===== src/rtl/ias_pkg.sv =====
// Shared types for the IAS datapath registers.
// Word width and the per-edge action selected by the control inputs.
package ias_pkg;

    localparam int IAS_WORD_W = 8;

    typedef logic [IAS_WORD_W-1:0] ias_word_t;

    typedef enum logic [1:0] {
        OP_HOLD,
        OP_INC,
        OP_LOAD,
        OP_CLEAR
    } ias_op_t;

    // clear beats load beats inc; rst is handled at the flop itself
    function automatic ias_op_t ias_sel_op(
        input logic clear,
        input logic load,
        input logic inc
    );
        ias_op_t op;
        if (clear) begin
            op = OP_CLEAR;
        end else if (load) begin
            op = OP_LOAD;
        end else if (inc) begin
            op = OP_INC;
        end else begin
            op = OP_HOLD;
        end
        return op;
    endfunction

endpackage


===== src/rtl/ias_register.sv =====
// General-purpose IAS register: load, clear, increment with wrap pulse.
// Outputs come straight from flops; one-cycle latency on every control.
module ias_register
    import ias_pkg::*;
#(
    parameter int              WIDTH       = IAS_WORD_W,
    parameter logic [WIDTH-1:0] RESET_VALUE = '0
) (
    input  logic             clk,
    input  logic             rst,
    input  logic             load,
    input  logic             clear,
    input  logic             inc,
    input  logic [WIDTH-1:0] data_in,
    output logic [WIDTH-1:0] data_out,
    output logic             wrap
);

    logic [WIDTH-1:0] data_q;
    logic [WIDTH-1:0] data_d;
    logic             wrap_q;
    logic             wrap_d;
    ias_op_t          op;

    always_comb begin
        op     = ias_sel_op(clear, load, inc);
        data_d = data_q;
        wrap_d = 1'b0;
        unique case (op)
            OP_CLEAR: data_d = '0;
            OP_LOAD:  data_d = data_in;
            OP_INC: begin
                data_d = data_q + WIDTH'(1);
                wrap_d = &data_q;
            end
            OP_HOLD:  data_d = data_q;
        endcase
    end

    always_ff @(posedge clk) begin
        if (rst) begin
            data_q <= RESET_VALUE;
            wrap_q <= 1'b0;
        end else begin
            data_q <= data_d;
            wrap_q <= wrap_d;
        end
    end

    assign data_out = data_q;
    assign wrap     = wrap_q;

    // a wrap pulse can only follow an all-ones increment
    always @(posedge clk) begin
        if (wrap_q) begin
            assert (data_q == '0);
        end
    end

endmodule


===== config.mk =====
export PLATFORM = sky130hd
export DESIGN_NAME = ias_register
export DESIGN_NICKNAME = d
export VERILOG_FILES = /design/src/rtl/ias_pkg.sv /design/src/rtl/ias_register.sv
export SDC_FILE = /design/constraint.sdc
export NUM_CORES = 1
export LEC_CHECK = 0
export ABC_AREA = 1
export CAP_MARGIN = 30
export CORE_MARGIN = 2
export CORE_UTILIZATION = 45
export DETAILED_ROUTE_END_ITERATION = 16
export DONT_BUFFER_PORTS = 1
export HOLD_SLACK_MARGIN = 0.05
export SLEW_MARGIN = 10
export SYNTH_ARGS = -nofsm -noshare
export SYNTH_HDL_FRONTEND = slang
export SYNTH_SLANG_ARGS = --single-unit

===== constraint.sdc =====
create_clock -name clk -period 1.4 [get_ports clk]
set_input_delay 0.28 -clock clk [delete_from_list [all_inputs] [get_ports clk]]
set_output_delay 0.28 -clock clk [all_outputs]
set_load 0.005 [all_outputs]

==> Yosys cells after proc, flatten, opt, wreduce, memory -nomap -nowiden <==
Index checks and enable logic that the tools add are counted.
{ "classes": {"addsub": 1, "n_mul": 0, "div_mod_pow": 0, "order_cmp": 0, "n_eq_ne": 3, "n_shift": 0, "n_mux": 4, "bitwise_logic": 1, "reduce_logical": 3} }
{ "ops": {"columns": ["operator", "count"], "rows": [
  ["8-bit one-hot mux with 3 select lines", 1],
  ["8-bit by 1-bit adder with 8-bit output, second input constant", 1],
  ["8-bit AND reduction", 1],
  ["2-bit equality test, second input constant", 2],
  ["2-bit 2-to-1 mux", 2],
  ["2-bit by 1-bit equality test with 1-bit output, second input constant", 1],
  ["2-bit logical NOT", 1],
  ["2-bit OR reduction", 1],
  ["1-bit 2-to-1 mux", 1],
  ["1-bit inverter", 1]
]} }
{ "word_totals": {"register_bits": 9, "latchBits": 0, "ram_bits": 0, "rom_bits": 0, "inputBits": 13, "out_inout_bits": 9, "word_cells": 14, "mem_count": 0} }

==> Depth between registers and ports, before layout <==
{ "depth": {"ltp_word": 6, "depth_mapped": 11, "depth_no_buf": 10} }

==> Least setup slack after synthesis <==
Ideal clock, no wire load.
{ "synth_timing": {"path_kind": "input to register", "from": "input load", "to": "register data_q[7], in the netlist data_out[7]", "setup_ps": 114, "arrival_ps": 1198, "required_time_ps": 1286, "slack_ps": 88, "cell_stages": 11, "n_path_buf": 1, "path_cell_list": "inv_1 a21oi_1 inv_1 ha_1 buf_6 inv_2 nor2_1 nand3_1 nand3_1 nand2_1 a21oi_2"} }
{ "synth_via": {"elab_chain_len": 4, "word_cells_on_any_way": 7, "cone_classes": "eq/ne (3); mux (3); reduce/logical (1)"} }
{ "synth_rtl": {"columns": ["item", "line_no", "source"], "rows": [
  ["start, declared", "ias_register.sv:11", "input logic load,"],
  ["2-bit 2-to-1 mux (*)", "ias_pkg.sv:25", "end else if (load) begin"],
  ["2-bit 2-to-1 mux (*)", "ias_pkg.sv:23", "if (clear) begin"],
  ["2-bit by 1-bit equality test with 1-bit output or 2-bit equality test (tied branches)", "ias_register.sv:29", "unique case (op)"],
  ["8-bit one-hot mux with 3 select lines", "ias_register.sv:29", null],
  ["end signal, assigned", "ias_register.sv:45", "data_q <= data_d;"],
  ["end, declared", "ias_register.sv:19", "logic [WIDTH-1:0] data_q;"]
]} }
Every way passes the cells marked *; elsewhere a longest branch is shown, timed or not.
A chain may end at the register's enable or synchronous reset.

==> Worst setup path in the final report <==
{ "layout_timing": {"from": "register data_q[0], in the netlist data_out[0]", "to": "register data_q[6], in the netlist data_out[6]"} }
{ "layout_via": {"elab_chain_len": 2} }
{ "layout_rtl": {"columns": ["item", "line_no", "source"], "rows": [
  ["8-bit by 1-bit adder with 8-bit output", "ias_register.sv:33", "data_d = data_q + WIDTH'(1);"],
  ["8-bit one-hot mux with 3 select lines", "ias_register.sv:29", null]
]} }
No other way between the ends.

==> run_results.csv <==
group,metric,value,unit
worst_setup_path,end_kind,"register",
placed_design,dp.cells,112,
worst_setup_path,critPathRequiredTime,1.57,ns
route,drc_errors,0,
layout,instances_no_fill,117,
synth,async_flop_share,0,%
layout,layout_commonest_cell,"nand2_1",
die,io_pins,22,
clock_tree,cts_resized,0,
global_route,grt_pass1_wl,2.684,mm
synth,ys_warn_count,0,
timing,slew_headroom,76.70,%
worst_setup_path,crit_arrival,1.38,ns
synth,synthesis.nets,113,
worst_setup_path,r2r_setup_slack,0.19,ns
timing,clock_skew,0.003351,ns
placed_design,post-dp-hpwl,1.074,mm
worst_setup_path,worstSetupPathType,"register to register",
global_route,top_usage_layer,"met2",
global_route,met3_usage,6.957,%
die,die_h,41.92,µm
route,dr.pass1.iters,4,
global_route,first_global_vias,607,
route,routed_wl,1.476,mm
timing,period_needed,1.214,ns
timing,rsz0062_at_grt,"false",
route,initialDrtViolationCount,13,
layout,drive_gt1_share,17.65,%
placed_design,gp_congestion,0.7646,
layout,fin_nets,120,
global_route,use_met2,30.63,%
worst_hold_path,hold_path_class,"input port to register",
synth,ys_types,20,
layout,layout_common_cells,"37 x nand2_1, 9 x dfxtp_1, 8 x inv_1",
clock_tree,clock-sinks,9,
flow_run,maxCapViolCount,0,
global_route,grt_remaining_overflow,0,
placed_design,io_buffers,0,
clock_tree,cts_made_buffers,3,
route,wl_per_cell,12.62,µm
die,row_count,13,
clock_tree,clk_pin_slew,0.07,ns
synth,synthFlopType,"dfxtp_1",
synth,synth_enable_flop_cells,0,
timing,timing.setup.tns,0,ns
layout,n_fill_cell,142,
layout,syn2layout_area_growth,9.091,%
layout,antenna_cells,0,
die,core,1318,µm²
global_route,grt_max_degree,10,
placed_design,placed_area,669.4,µm²
power,ir_worst_vdd,0.3958,mV
layout,fin_area,705.7,µm²
clock_tree,clock_path_buffers,2,
clock_tree,clkLatencyLatePin,0.27,ns
synth,ys_seq_area_share,27.85,%
timing,max_freq,823.8,MHz
clock_tree,cts_root_buf,"clkbuf_4",
worst_setup_path,critical_path.max_fanout,3,
die,initial_core_util,49.10,%
global_route,use_met1,23.81,%
power,p_per_area,806.6,nW/µm²
die,dieArea,1757,µm²
clock_tree,cts_tree,"done",
timing,slew_viol_final,0,
timing,layout_worst_path_cycle_share,86.71,%
synth,syn_inst,96,
synth,syn_area,646.9,µm²
timing,hold_ws,0.05678,ns
route,vias,642,
timing,hold_viol,0,
global_route,grt_usage,20.04,%
timing,setup_violations,0,
route,via_per_inst,5.487,
worst_setup_path,start_kind,"register",
layout,utilization,53.56,%
run_status,outcome,"complete, no violations",
global_route,antenna_found_initial,0,
synth,ys_seq_elements,9,
timing,tightest_slew,0.3495,ns
synth,syn_area_per_cell,6.738,µm²
power,power_leakage,0.3015,nW
clock_tree,cts.htree.levels,1,
die,die_x,41.92,µm
route,ant_nets,0,
==> Yosys cell counts, types with 2 or more instances <==
master	instances	area share, %
nand2_1	37	21
dfxtp_1	9	28
inv_1	8	4.6
nand3_1	7	5.4
a21oi_1	6	4.6
ha_1	4	7.7
nor2_1	4	2.3
a21oi_2	3	4.1
buf_4	3	3.5
o21ai_1	3	2.3
nor2_2	2	1.9
o21bai_1	2	2.3
==> kinds of logic (layout without fill, tap and decap cells) <==
kind of cell / Yosys count / after routing / share of synthesized area, %
adder cells (fa/ha/maj): 4 / 4 / 7.737
AO/OA/AOI/OAI: 16 / 16 / 16.44
buffers and inverters: 13 / 19 / 10.44
AND/OR/NAND/NOR: 54 / 54 / 37.52
flip-flops: 9 / 9 / 27.85
==> layout make-up <==
class	count	area (µm²)	share of cell area, %
multi-input combinational	74	399.1	56.56
sequential	9	180.2	25.53
timing repair buffer	6	47.55	6.738
inverter	9	33.78	4.787
clock buffer	4	26.28	3.723
tap	15	18.77	2.660
==> routing by layer <==
metal	share of wire (%)	vias up
li1	-	320
met1	41	288
met2	45	29
met3	11	5
met4	2.7	0
met5	0	-
==> worst max-delay path, stage by stage (launching register included) <==
cell and delay (ns):
dfxtp_1 0.34, ha_1 0.21, nand2_2 0.10, nor2_2 0.13, nand2_1 0.08, nand3_1 0.09, nand2_1 0.06, nand2_1 0.06
a21oi_1 0.05
==> power breakdown <==
group | leakage [nW] | internal (W) | switching [W]
sequential | 0.0728 | 0.000262 | 0.00000670
combinational | 0.214 | 0.0000344 | 0.0000492
clock | 0.0150 | 0.000111 | 0.000106
total | 0.301 | 0.000407 | 0.000162
==> sequential cells by signal, summed over array words and instances (netlist names) <==
register	flops
data_out	8
wrap	1
==> per-stage QoR <==
| step | power (W) | worst slack [ns] |
|---|---|---|
| 3_3_place_gp | 0.0003546 | 0.03639 |
| 4_1_cts | 0.0005664 | 0.1787 |
| 5_1_grt | 0.0005943 | 0.04684 |
| 6_report | 0.0005692 | 0.1861 |
| 2_1_floorplan | 0.0003440 | 0.08784 |
| 3_5_place_dp | 0.0003559 | 0.01225 |
==> path summary, 6_finish.rpt <==
check | startpoint | to | cells past startpoint
max reg2reg | data_out[0] | data_out[6] | 8
max | data_out[0] | data_out[6] | 8
min | rst | data_out[4] | 1
min reg2reg | data_out[6] | data_out[6] | 2
==> repair_timing <==
| item | CTS | global route |
|---|---|---|
| hold endpoints to repair | 0 | 1 |
| hold buffers | 0 | 1 |
| setup buffers | 0 | 0 |
Power figures use the tool's default switching activity.
